--- src/rtl/bell_pkg.sv ---
// Shared types and nominal tone periods for the doorbell link (transmit and receive sides).
// Latency: none; this package holds only declarations and a pure helper function.
// Backpressure: none.
package bell_pkg;

    typedef enum logic [1:0] {
        TONE_NONE = 2'b00,
        TONE_1    = 2'b01,
        TONE_2    = 2'b10
    } tone_e;

    typedef enum logic [1:0] {
        IDLE   = 2'b00,
        QUAL   = 2'b01,
        LOCKED = 2'b10
    } state_e;

    // Nominal full periods in clk cycles; the bell transmitter uses the same values.
    localparam int BELL_TONE1_PERIOD = 100;
    localparam int BELL_TONE2_PERIOD = 150;

    // True when per lies within nom-tol .. nom+tol, both ends inclusive.
    function automatic logic in_window(input int per, input int nom, input int tol);
        return (per >= nom - tol) && (per <= nom + tol);
    endfunction

endpackage

--- src/rtl/bell_edge_sync.sv ---
// Two-flop synchronizer for the asynchronous tone input, plus rising-edge detect.
// Latency: rise is high between the 2nd and 3rd clk edges after d rises; the 3rd edge consumes it.
// Backpressure: none; rise is a single-cycle strobe.
// Ports: clk, rst (sync, active-high), d (async tone), rise (combinational strobe).
module bell_edge_sync (
    input  logic clk,
    input  logic rst,
    input  logic d,
    output logic rise
);

    logic s1;
    logic s;
    logic s_d;

    always_ff @(posedge clk) begin
        if (rst) begin
            s1  <= 1'b0;
            s   <= 1'b0;
            s_d <= 1'b0;
        end else begin
            s1  <= d;
            s   <= s1;
            s_d <= s;
        end
    end

    assign rise = s & ~s_d;

endmodule

--- src/rtl/bell_tone_decoder.sv ---
// Measures the bell tone period, classifies it, qualifies over MATCH_N periods, reports press events.
// Latency: start_pls/end_pls register on the 3rd clk edge after the deciding tone_in rising edge.
// Backpressure: none; events are 1-cycle pulses that downstream must sample.
// Ports: clk, rst (sync, active-high), tone_in (async), present, tone_id[1:0],
//        start_pls, end_pls, press_cnt[7:0] (locks since reset, wrapping).
module bell_tone_decoder
    import bell_pkg::*;
#(
    parameter int CNT_W        = 16,
    parameter int TONE1_PERIOD = BELL_TONE1_PERIOD,
    parameter int TONE2_PERIOD = BELL_TONE2_PERIOD,
    parameter int TOL          = 4,
    parameter int MATCH_N      = 4,
    parameter int SILENCE      = 400
) (
    input  logic       clk,
    input  logic       rst,
    input  logic       tone_in,
    output logic       present,
    output logic [1:0] tone_id,
    output logic       start_pls,
    output logic       end_pls,
    output logic [7:0] press_cnt
);

    localparam int              MW      = $clog2(MATCH_N + 1);
    localparam logic [CNT_W-1:0] CNT_MAX = '1;
    localparam logic [CNT_W-1:0] SIL_CNT = CNT_W'(SILENCE);
    localparam logic [MW-1:0]    MATCH_T = MW'(MATCH_N);

    logic rise;

    bell_edge_sync u_sync (
        .clk  (clk),
        .rst  (rst),
        .d    (tone_in),
        .rise (rise)
    );

    // Cycles since the last rise; at a rise it holds the just-finished period.
    logic [CNT_W-1:0] per_cnt;

    always_ff @(posedge clk) begin
        if (rst) begin
            per_cnt <= '0;
        end else if (rise) begin
            per_cnt <= CNT_W'(1);
        end else if (per_cnt != CNT_MAX) begin
            per_cnt <= per_cnt + CNT_W'(1);
        end
    end

    tone_e cls;

    always_comb begin
        cls = TONE_NONE;
        if (in_window(32'(per_cnt), TONE1_PERIOD, TOL)) begin
            cls = TONE_1;
        end else if (in_window(32'(per_cnt), TONE2_PERIOD, TOL)) begin
            cls = TONE_2;
        end
    end

    state_e        state, state_n;
    tone_e         cand, cand_n;
    logic [MW-1:0] match, match_n;
    logic          lock_ev;
    logic          end_ev;

    // While LOCKED, cand holds the locked tone.
    always_comb begin
        state_n = state;
        cand_n  = cand;
        match_n = match;
        lock_ev = 1'b0;
        end_ev  = 1'b0;
        case (state)
            IDLE: begin
                // First edge after silence only starts the period timer.
                if (rise) begin
                    state_n = QUAL;
                    cand_n  = TONE_NONE;
                    match_n = '0;
                end
            end
            QUAL: begin
                if (rise) begin
                    if (cls != TONE_NONE && cls == cand) begin
                        match_n = match + MW'(1);
                    end else begin
                        cand_n  = cls;
                        match_n = (cls != TONE_NONE) ? MW'(1) : '0;
                    end
                    if (match_n >= MATCH_T) begin
                        state_n = LOCKED;
                        lock_ev = 1'b1;
                    end
                end else if (per_cnt == SIL_CNT) begin
                    state_n = IDLE;
                end
            end
            LOCKED: begin
                if (rise) begin
                    if (cls != cand) begin
                        end_ev  = 1'b1;
                        state_n = QUAL;
                        cand_n  = cls;
                        match_n = (cls != TONE_NONE) ? MW'(1) : '0;
                    end
                end else if (per_cnt == SIL_CNT) begin
                    end_ev  = 1'b1;
                    state_n = IDLE;
                end
            end
            default: begin
                state_n = IDLE;
            end
        endcase
    end

    // tone_id keeps the ended tone during the end_pls cycle and clears on the next edge.
    always_ff @(posedge clk) begin
        if (rst) begin
            state     <= IDLE;
            cand      <= TONE_NONE;
            match     <= '0;
            present   <= 1'b0;
            tone_id   <= TONE_NONE;
            start_pls <= 1'b0;
            end_pls   <= 1'b0;
            press_cnt <= '0;
        end else begin
            state     <= state_n;
            cand      <= cand_n;
            match     <= match_n;
            start_pls <= lock_ev;
            end_pls   <= end_ev;
            if (lock_ev) begin
                present   <= 1'b1;
                tone_id   <= cand_n;
                press_cnt <= press_cnt + 8'd1;
            end else if (end_ev) begin
                present <= 1'b0;
            end else if (!present) begin
                tone_id <= TONE_NONE;
            end
        end
    end

endmodule

--- config.mk ---
export PLATFORM = sky130hd
export DESIGN_NAME = bell_tone_decoder
export DESIGN_NICKNAME = d
export VERILOG_FILES = /design/src/rtl/bell_pkg.sv /design/src/rtl/bell_edge_sync.sv /design/src/rtl/bell_tone_decoder.sv
export SDC_FILE = /design/constraint.sdc
export NUM_CORES = 1
export LEC_CHECK = 0
export CAP_MARGIN = 20
export CORE_MARGIN = 2
export CORE_UTILIZATION = 62
export DETAILED_ROUTE_END_ITERATION = 10
export PLACE_DENSITY = 0.84
export SLEW_MARGIN = 20
export SYNTH_ARGS = -nofsm -noshare
export SYNTH_HDL_FRONTEND = slang
export SYNTH_SLANG_ARGS = --single-unit
--- constraint.sdc ---
create_clock -name clk -period 5.15 [get_ports clk]
set_input_delay 0.515 -clock clk [delete_from_list [all_inputs] [get_ports clk]]
set_output_delay 0.515 -clock clk [all_outputs]
set_load 0.01 [all_outputs]
==> results.txt <==
The run finished with clean final reports. The worst reg-to-reg path cell count was 7; the count of pins over their slew limit was 0. The initialized floorplan defines 20 standard-cell rows.

The tools report the number of H-tree levels as 2. The initial antenna violation count came out at 0. The launch instance of the worst register-to-register path was per_cnt[6]. In this run the horizontal extent of the chip is 61.6 microns.

The final critical path takes up 49.2% of the cycle. The logs give 245 for the cell count after synthesis and 0.000131 W for the switching component of the power. The worst register-to-register path has a setup slack of 2.62 ns.

The height of the die came out at 61.6 microns. Of the synthesized area, sequential elements account for 38.0%. In this run the count of I/O pins placed on the die edge is 16. The critical path is of the reg2reg type.

For this block, the via count after detailed routing is 1699. Once detailed placement completed, the half-perimeter wirelength came to 2760 microns. The share of total power dissipated in sequential elements is 54.8%. The placer congestion estimate was 0.842; the count of buffering cells on the critical path with inverters included was 0. In this run, the combinational gates consume 7.2% of the power. The post-detailed-route count of antenna-violating nets was 0. The number of synthesized flops with an enable pin came out at 0. Number of antenna cells inserted: 0. Power spread over the standard cell area amounts to 247 nW/um^2.

In the final layout, the share of cells above drive strength 1 is 5.06%. The final total negative setup slack was 0 ns; the highest fanout seen on the critical path was 8. The data arrival time of the worst path came out at 2.81 ns. Clock-pin slew was measured on the worst setup and hold paths at 0.11 ns. The number of nets handed over by synthesis was 256.

The power share of the clock group was 37.9%. Relative to the synthesized area, the layout overhead comes to 11.7%. IR analysis of the VDD net gives a maximum drop of 0.162 mV. The tree is rooted in a sky130_fd_sc_hd__clkbuf_4. Hold repair after CTS inserted 0 buffers.

Switching share of power: 23.1%. Among all stages on the critical path, the largest delay is contributed by sky130_fd_sc_hd__and4_1. The pre-antenna-repair detailed-routing pass consisted of 4 iterations. Setup repair after global routing left no endpoint under its margin. The tools report the beginning of the critical path as per_cnt[6]. Cell family contributing the most delay on the critical path: simple AND/OR/NAND/NOR gates.

After detailed routing, the number of remaining DRC violations is 0. The synthesized design spends more area on one cell type than any other, namely sky130_fd_sc_hd__dfxtp_1. TritonCTS built the clock tree. In the synthesized netlist the async set-or-reset flop fraction comes to 0%.

The clock drives 39 sinks. The clock latency on the worst-skew pair is 0.36 ns, and the first-pass GRT wire length is 6370 microns. The mean number of vias per cell was 5.64. The overall overflow remaining after global route came out at 0. Maximum single-stage delay on the critical path: 0.45 ns. The cell area that synthesis handed to floorplanning was 2060 sq um. The pin slew with the least headroom to its limit was 0.817 ns; the number of nets in the final layout was 267.

The initial core utilization is 66.3%. The path class of the lowest-slack min-delay path was reg2reg. Via count of the first global-routing pass: 1461.

The signal on the critical path passes through nor4bb_1 -> o21ai_0 -> a211oi_1 -> and4_1 -> nand3_1 -> or3_1 -> a21oi_1. The internal power of the cells totals 0.000437 W. Among all flip-flop cells after synthesis, the most frequent one is sky130_fd_sc_hd__dfxtp_1. Each instance of the synthesized netlist takes up on average 8.40 sq um. Power comes to 0.000568 W. The total number of cells along the worst setup path came out at 7. The run gives 0 as the max-cap violation count.

The required time at the worst-slack endpoint is 5.43 ns. After detailed routing, the average wire length per cell comes to 12.9 microns. In this run, synthesis produced a sequential element count of 39. STA classifies the critical path endpoint as a flip-flop. In this run, distinct cell masters in the synthesized netlist total 43. Subtracting the final worst setup slack from the clock period gives 2.53 ns.

Across the routed clock network, the largest skew measured is 0.0159 ns. In this run the tightest slew margin relative to its limit is 45.4%. The run gives 0 as the number of hold violations in the final report.

The all-layer global routing usage was 22.7%. Buffers added to address setup during post-CTS repair amount to 0. For this run, the number of Yosys warnings is 0.

The worst setup path is launched from a flip-flop. After synthesis, the cell types taking the most area are sky130_fd_sc_hd__dfxtp_1 (38%), sky130_fd_sc_hd__nor2_1 (5.1%), sky130_fd_sc_hd__xor2_1 (5.1%), sky130_fd_sc_hd__ha_1 (4.9%), sky130_fd_sc_hd__a21oi_1 (3.9%). Area share of the leading cell type in the synthesized netlist: 38.0%. The detailed router finished its first iteration with 89 violations. The wire length reported by the detailed router is 3890 microns.

Number of filler cells placed in the layout: 273. Entering global routing, the biggest net connects 27 pins. The number of clock buffers added by TritonCTS is 5.

The tools report the leakage dissipation as 0.838 nW. The area of the core came out at 3100 sq um. The port buffer count was 15; the maximum root-to-sink buffer count was 2.

By count the netlist is led by sky130_fd_sc_hd__dfxtp_1 (39), sky130_fd_sc_hd__nor2_1 (28), sky130_fd_sc_hd__nand2_1 (17). In this run, post-CTS repair resized a total of 0 instances. By instance count, the leading cell after synthesis is sky130_fd_sc_hd__dfxtp_1.

The endpoint identified for the worst register-to-register timing path is press_cnt[7]. The final count of negative-setup-slack endpoints was 0; the highest achievable clock rate was 0.395 GHz. The die covers 3790 sq um. In this run the worst setup path terminates at press_cnt[7].
## power by group through the flow
stage	Clock, W	Combinational (W)	Sequential (W)
CTS	0.000218	0.0000410	0.000312
global placement	0	0.0000398	0.000318
global route	0.000230	0.0000463	0.000313
detailed placement	0	0.0000407	0.000318
finish	0.000216	0.0000411	0.000312
floorplan	0	0.0000333	0.000316
## sequential cells by signal (all words and copies together), names as in the netlist
register,flops
cand,2
end_pls,1
match,3
per_cnt,16
present,1
press_cnt,8
start_pls,1
state,2
tone_id,2
u_sync.s,1
u_sync.s1,1
u_sync.s_d,1
## final cells by class
cell class / count / area (sq um) / area share [%]
multi-input combinational: 186 / 1190 / 51.9
timing repair buffer: 15 / 150 / 6.54
inverter: 9 / 33.8 / 1.47
clock buffer: 6 / 51.3 / 2.23
tap: 44 / 55.1 / 2.40
sequential: 39 / 781 / 34.0
clock inverter: 2 / 35.0 / 1.53
## cells by family after synthesis
group           Yosys count  share of synthesized area, %
mux                       2                         0.973
flops                    39                          38.0
fa+ha+maj                 8                          4.87
simple gates            115                          31.8
buf+inv                  20                          4.14
xor+xnor                 17                          7.24
compound gates           44                          13.1
## layout by cell type (no fill, tap or decap), types with 3 or more instances in the layout
cell type,n
sky130_fd_sc_hd__dfxtp_1,39
sky130_fd_sc_hd__a21oi_1,16
sky130_fd_sc_hd__xnor2_1,5
sky130_fd_sc_hd__nand3b_1,3
sky130_fd_sc_hd__o31ai_1,3
sky130_fd_sc_hd__nand4_1,11
sky130_fd_sc_hd__nand3_1,12
sky130_fd_sc_hd__nand2b_1,4
sky130_fd_sc_hd__clkbuf_4,5
sky130_fd_sc_hd__or4_1,3
sky130_fd_sc_hd__nor2_1,28
sky130_fd_sc_hd__ha_1,8
sky130_fd_sc_hd__and3_1,5
sky130_fd_sc_hd__nand2_1,17
sky130_fd_sc_hd__clkdlybuf4s50_1,15
sky130_fd_sc_hd__inv_1,9
sky130_fd_sc_hd__xor2_1,12
sky130_fd_sc_hd__o21ai_0,12
sky130_fd_sc_hd__nor2b_1,8
sky130_fd_sc_hd__nor3_1,7
sky130_fd_sc_hd__or3_1,4
## layer usage
layer  GRT usage (%)  wire length, microns  vias to the layer above
met5               0                     0                        -
met4            6.38                    52                        0
met3            6.93                   193                        6
met2            34.3                  1730                       32
met1            31.6                  1910                      772
li1                -                     -                      889
## worst min path at each step
stage	slack, ns	depth (start not counted)	to	start
after floorplan	0.41	1	u_sync.s	u_sync.s1
after global placement	0.43	1	u_sync.s	u_sync.s1
after detailed placement	0.44	1	u_sync.s	u_sync.s1
after CTS	0.46	1	u_sync.s	u_sync.s1
after global routing	0.48	1	u_sync.s	u_sync.s1
final	0.46	1	u_sync.s	u_sync.s1
## metrics by stage
step / hold slack [ns] / instance area [sq um] / utilization [%] / setup WS, ns / std cells
after floorplan: 0.414 / 2060 / - / 2.94 / 245
after global placement: 0.425 / 2210 / 71.3 / 2.67 / 293
after detailed placement: 0.440 / 2210 / 71.3 / 2.64 / 293
after CTS: 0.460 / 2300 / 74.0 / 2.63 / 301
after global routing: 0.482 / 2300 / 74.0 / 2.42 / 301
final: 0.456 / 2300 / 74.0 / 2.62 / 301
(Power assumes the default switching activity.)
